## src/rtl/queue_detector.sv

```systemverilog
// Loop-detector conditioning: synchronise, debounce and edge-detect the main/cross arrival and
// departure loops, then keep saturating queue counts with hysteretic queue-present flags.
module queue_detector #(
    parameter int unsigned DEBOUNCE_CYCLES = 16,
    parameter int unsigned CNT_W           = 6,
    parameter int unsigned MAX_Q           = 63,
    parameter int unsigned ON_TH           = 3,
    parameter int unsigned OFF_TH          = 1
) (
    input  logic             clk,
    input  logic             rst_n,
    input  logic             arr_m,
    input  logic             dep_m,
    input  logic             arr_c,
    input  logic             dep_c,
    input  logic             clr,
    output logic             PQm,
    output logic             PQc,
    output logic [CNT_W-1:0] q_m,
    output logic [CNT_W-1:0] q_c,
    output logic [1:0]       ovf
);

    localparam int unsigned DC_W = $clog2(DEBOUNCE_CYCLES);

    // Channel order: [0]=arr_m, [1]=dep_m, [2]=arr_c, [3]=dep_c
    logic [3:0]      raw;
    logic [3:0]      sync1_q, sync2_q;
    logic [3:0]      deb_q, deb_d, deb_prev_q;
    logic [3:0]      ev;
    logic [DC_W-1:0] dc_q [4];
    logic [DC_W-1:0] dc_d [4];

    logic [1:0]       ev_arr, ev_dep;
    logic [CNT_W-1:0] q_q [2];
    logic [CNT_W-1:0] q_d [2];
    logic [1:0]       pq_q, pq_d;
    logic [1:0]       ovf_q, ovf_d;

    assign raw = {dep_c, arr_c, dep_m, arr_m};

    always_comb begin
        deb_d = deb_q;
        for (int i = 0; i < 4; i++) begin
            dc_d[i] = '0;
            if (sync2_q[i] != deb_q[i]) begin
                if (dc_q[i] == DC_W'(DEBOUNCE_CYCLES - 1)) begin
                    deb_d[i] = sync2_q[i];
                end else begin
                    dc_d[i] = dc_q[i] + DC_W'(1);
                end
            end
        end
    end

    assign ev     = deb_q & ~deb_prev_q;
    assign ev_arr = {ev[2], ev[0]};
    assign ev_dep = {ev[3], ev[1]};

    // Simultaneous arrival and departure cancel: no count change and no overflow.
    always_comb begin
        pq_d  = pq_q;
        ovf_d = ovf_q;
        for (int r = 0; r < 2; r++) begin
            q_d[r] = q_q[r];
            if (ev_arr[r] && !ev_dep[r]) begin
                if (q_q[r] == CNT_W'(MAX_Q)) begin
                    ovf_d[r] = 1'b1;
                end else begin
                    q_d[r] = q_q[r] + CNT_W'(1);
                end
            end else if (ev_dep[r] && !ev_arr[r]) begin
                if (q_q[r] != '0) begin
                    q_d[r] = q_q[r] - CNT_W'(1);
                end
            end
            if (q_d[r] >= CNT_W'(ON_TH)) begin
                pq_d[r] = 1'b1;
            end else if (q_d[r] <= CNT_W'(OFF_TH)) begin
                pq_d[r] = 1'b0;
            end
        end
    end

    always_ff @(posedge clk) begin
        if (!rst_n) begin
            sync1_q    <= '0;
            sync2_q    <= '0;
            deb_q      <= '0;
            deb_prev_q <= '0;
            dc_q       <= '{default: '0};
            q_q        <= '{default: '0};
            pq_q       <= '0;
            ovf_q      <= '0;
        end else begin
            sync1_q    <= raw;
            sync2_q    <= sync1_q;
            deb_q      <= deb_d;
            deb_prev_q <= deb_q;
            dc_q       <= dc_d;
            // clr leaves the debouncers alone so a parked vehicle does not re-count.
            if (clr) begin
                q_q   <= '{default: '0};
                pq_q  <= '0;
                ovf_q <= '0;
            end else begin
                q_q   <= q_d;
                pq_q  <= pq_d;
                ovf_q <= ovf_d;
            end
        end
    end

    assign q_m = q_q[0];
    assign q_c = q_q[1];
    assign PQm = pq_q[0];
    assign PQc = pq_q[1];
    assign ovf = ovf_q;

endmodule
```

## config.mk

```make
export PLATFORM = sky130hd
export DESIGN_NAME = queue_detector
export DESIGN_NICKNAME = d
export VERILOG_FILES = /design/src/rtl/queue_detector.sv
export SDC_FILE = /design/constraint.sdc
export NUM_CORES = 1
export LEC_CHECK = 0
export ABC_AREA = 1
export ABC_CLOCK_PERIOD_IN_PS = 2500
export CAP_MARGIN = 15
export CORE_AREA = 2 2 102 104
export DETAILED_ROUTE_END_ITERATION = 7
export DIE_AREA = 0 0 104 106
export GPL_ROUTABILITY_DRIVEN = 0
export SETUP_SLACK_MARGIN = 0.2
export SLEW_MARGIN = 0
export SYNTH_ARGS = -nofsm -noshare
export SYNTH_HDL_FRONTEND = slang
export SYNTH_SLANG_ARGS = --single-unit
```

## constraint.sdc

```tcl
create_clock -name clk -period 2.5 [get_ports clk]
set_input_delay 0.5 -clock clk [delete_from_list [all_inputs] [get_ports clk]]
set_output_delay 0.5 -clock clk [all_outputs]
set_load 0.02 [all_outputs]
```

# After elaboration in Yosys (flattened, before gate mapping)
# Index checks and enable logic that the tools add are counted.
# totals
input_bits,7
regBits,48
wordCells,81
output_inout_bits,16
# classes
add_sub_neg,8
bitwise,7
n_mux,12
magnitude_cmp,4
n_eq_ne,10
n_reduce_logical,23
# op_table
op,n
6-bit 2-to-1 mux,8
"4-bit by 1-bit adder with 4-bit output, second input constant",4
"4-bit == test, second input constant",4
"6-bit by 1-bit adder with 6-bit output, second input constant",2
"6-bit == test, second input constant",2
"6-bit by 2-bit >= comparator with 1-bit output, second input constant",2
"6-bit by 1-bit less-or-equal comparator with 1-bit output, second input constant",2
2-bit AND reduction,6
6-bit nonzero test,2
3-bit OR reduction,4
"6-bit by 1-bit subtractor with 6-bit output, second input constant",2
1-bit NOT,5
4-bit bitwise AND,1
1-bit logical AND,4
1-bit logical NOT,4
1-bit 2-to-1 mux,4
1-bit != test,4
4-bit NOT,1
2-bit nonzero test,2
2-bit OR reduction,1

# Longest topological paths before layout
# depth
ltp_word,9
ltp_mapped,12
mapped_depth_nobuf,12

# Least setup slack after synthesis
# Ideal clock, no wire load.
# synth_timing
kind,flip-flop to flip-flop
start,reg q_q (netlist bit q_m[0])
end,reg pq_q[0]
path_buffers,0
t_arrival_ps,1532
path_slack_ps,856
setup_ps,112
required_time_ps,2388
period_less_slack_ps,1644
path_stages_with_launch,10
cell_sequence,dfxtp_1 ha_1 nand2_2 nor2_4 nand4_1 nand2_2 xor2_2 nand2_1 nand2_1 nand2_1
# synth_between
elab_chain_cells,6
word_cells_on_any_way,12
classes_between,add/sub (2); order compare (2); eq/ne (1); mux (5); reduce/logical (2)
# synth_rtl
item,line_no,rtl
start: declaration,35,logic [CNT_W-1:0] q_q [2];
start signal: assignment,107,q_q <= q_d;
6-bit by 1-bit subtractor with 6-bit output / 6-bit nonzero test (equally long branches),"74, 73",
6-bit 2-to-1 mux,73,if (q_q[r] != '0) begin
6-bit 2-to-1 mux,72,end else if (ev_dep[r] && !ev_arr[r]) begin
6-bit 2-to-1 mux *,66,if (ev_arr[r] && !ev_dep[r]) begin
6-bit by 2-bit >= comparator with 1-bit output / 6-bit by 1-bit less-or-equal comparator with 1-bit output (equally long branches),"77, 79",
1-bit 2-to-1 mux / 2-bit nonzero test (equally long branches),n/a,
end signal: assignment,108,pq_q <= pq_d;
end: declaration,37,"logic [1:0] pq_q, pq_d;"
# Every way passes the cells marked *; elsewhere a longest branch is shown, timed or not.
# A chain may end at the register's enable or synchronous reset.

# Worst setup path in the final report
# layout_timing
start,reg q_q (netlist bit q_m[2])
end,out q_m[2]
# layout_rtl
item,line_no,rtl
end: declaration,19,"output logic [CNT_W-1:0] q_m,"
# No word-level cell between the ends.

==> metrics.md <==
| Metric | Value |
|---|---|
| Synth Area in Simple Gates | 0.333 |
| Antenna violations before repair | 0 |
| Global-route wire length before repair | 8.26 mm |
| Final setup skew | approximately 0.0062 ns |
| TNS Setup | 0 ns |
| Setup CP Type | flip-flop to primary output |
| Vias in the first global route | ~1900 |
| Initial core utilization | 0.240 |
| Buf/Inv on CP | 1 |
| Ys Warns | 0 |
| Die width | 104 um |
| Routed wire length | 4.70 mm |
| Commonest non-fill, non-tap cell in the layout | nand2_1 |
| Worst-path maximum fanout | 8 |
| Compound-cell area share of the yosys netlist | 0.0839 |
| Post-CTS setup buffers | 0 |
| GRT Overall Usage | 0.0899 |
| Clk sink count | 48 |
| Pwr per Cell Area | 477 nW/um^2 |
| Setup-failing EPs final | 0 |
| Final ANT Viol Nets | 0 |
| Die area | 11000 um^2 |
| Post-synthesis mux area share | 0 |
| CTS root buffer | clkbuf_8 |
| Adder and majority gate portion of the synthesized area | 0.0521 |
| Setup crit end kind | primary output |
| Share of post-route cells with drive strength above 1 | 0.0972 |
| Core area | 10000 um^2 |
| Final core utilization | 0.290 |
| CP Data Required Time | 2.00 ns |
| Post-Syn Nets | 350 |
| Post-CTS resize count | 0 |
| Slew @ Worst Pin | 0.503 ns |
| XOR/XNOR Fraction of Synth Area | 0.0469 |
| Post-route minimum period | ~2.0 ns |
| Vias per cell | between 4 and 5 |
| Detailed Routing Iterations Pass 1 | 4 |
| Top cell type's share of synthesized area | 0.400 |
| Htree depth | 2 |
| Setup slack, reg-to-reg | 0.72 ns |
| Yosys reg bits | 48 |
| Num rows | 37 |
| DRC violations left | 0 |
| Total number of vias | a little over 2000 |
| Largest family of logic cells by synthesized area | simple AND/OR/NAND/NOR gates |
| Unrepaired setup endpoints after global routing | false |
| Startpoint Class | flip-flop |
| Post-Syn Area | 2400 um^2 |
| 1st-iter DRT viols | 53 |
| Slowest stage delay, CP | 0.67 ns |
| Syn-to-layout area delta | 20.8% |
| Worst-Skew Late Latency | 0.30 ns |
| Largest cells by area after synthesis | dfxtp_1 (40%), nand2_1 (12%), nand3_1 (7.3%), inv_1 (6.9%), nor2_1 (5.8%) |
| Static Leak | 0.00121 uW |
| Largest net degree at the start of global routing | 21 |
| Crit path cell chain | clkdlybuf4s50_1 |
| Dpl hpwl | 3.62 mm |
| Yosys cell types | 25 |
| Clk pin slew, worst setup/hold paths | 0.09 ns |
| Top-Level Pins | 23 |
| Pins over their slew limit | 0 |
| Hold Violations, Final | 0 |
| Fmax | 498 MHz |
| CP top delay family | buffers and inverters |
| WP data arrival | 1.51 ns |
| Port Buffer Count | 22 |
| Clk buf depth | 2 |
| VDD IR max | 0.234 mV |
| CTS Buf Count | 5 |
| Post-Place Worst Slack | 0.677 ns |
| WL/cell | 9.47 um |
| GRT overflow | 0 |
| Worst setup margin | 0.493 ns |
| Fin nets | 376 |
| Hold_buf cts | 0 |
| Die Ht | 106 um |
| Worst Hold Class | flip-flop to flip-flop |
| Status | completed |
| Syn avg cell area | roughly 7.2 um^2 |
| Antenna cells | 0 |
| Mapped Cells | 333 |
| Most frequent cells in the layout | nand2_1 (76), dfxtp_1 (48), inv_1 (44) |
| Final period utilization | 0.803 |
| Slew HR | 0.664 |
| CP max stage cell | clkdlybuf4s50_1 |
| Post-synth top area cell | dfxtp_1 |
| CTS tree | yes |
| Register area share after synthesis | 0.400 |
| Max Cap Violations | 0 |
[cells by family after synthesis]
family                   Yosys count
AND/OR/NAND/NOR                  172
buffers and inverters             53
flip-flops                        48
AO/OA/AOI/OAI                     38
XOR/XNOR                          12
adder cells (fa/ha/maj)           10
[state kept, by name, indices dropped and copies added, names as in the netlist]
| signal | flops |
|---|---|
| pq_q | 2 |
| deb_prev_q | 4 |
| q_m | 6 |
| ovf | 2 |
| sync1_q | 4 |
| dc_q | 16 |
| deb_q | 4 |
| q_c | 6 |
| sync2_q | 4 |
[final cells by class]
class,count,area [um^2]
Multi-Input combinational cell,232,1240
Clock buffer,5,68.8
Tap cell,136,170
Timing Repair Buffer,24,235
Fill cell,1102,7100
Inverter,48,180
Clock inverter,3,46.3
Sequential cell,48,961
[power breakdown]
| group | internal, uW | switching (uW) |
|---|---|---|
| Sequential | 772 | 3.60 |
| Clock | 302 | 273 |
| Combinational | 15.4 | 17.7 |
| Total | 1090 | 294 |
[worst paths after layout]
kind / start / cells past startpoint / to
min: sync1_q[1] / 2 / sync2_q[1]
max reg2reg: q_c[0] / 10 / pq_q[1]
max: q_m[2] / 1 / q_m[2]
min reg2reg: sync1_q[1] / 2 / sync2_q[1]
[metal layers]
metal	vias up	GRT usage	share of wire
met5	-	0	0
met3	9	0.0264	0.044
met4	0	0.0376	0.019
met1	910	0.108	0.48
li1	1103	-	-
met2	38	0.151	0.45
[metrics by stage]
step | power, uW | std cells | cell area (um^2) | hold WS [ns]
after floorplan | 810 | 333 | 2400 | 0.390
after global placement | 827 | 488 | 2790 | 0.398
after detailed placement | 827 | 488 | 2790 | 0.401
after CTS | 1400 | 496 | 2900 | 0.423
after global routing | 1440 | 496 | 2900 | 0.438
final | 1380 | 496 | 2900 | 0.420
[synthesized netlist by cell type]
library cell	instances
xnor2_1	5
a21oi_1	18
inv_1	44
nor3_1	1
clkbuf_1	3
xor2_1	6
nand2_2	5
inv_2	4
o21ai_1	5
nor2_8	2
nand3_2	1
o211ai_1	3
nand4_1	4
buf_2	2
dfxtp_1	48
ha_1	10
o21ai_0	11
nand3_1	35
nand2_4	1
xor2_2	1
nand2_1	76
nor2_4	3
nor2_1	37
nor2_2	7
a21oi_2	1
Note: power is estimated with default switching activity, not from simulation.
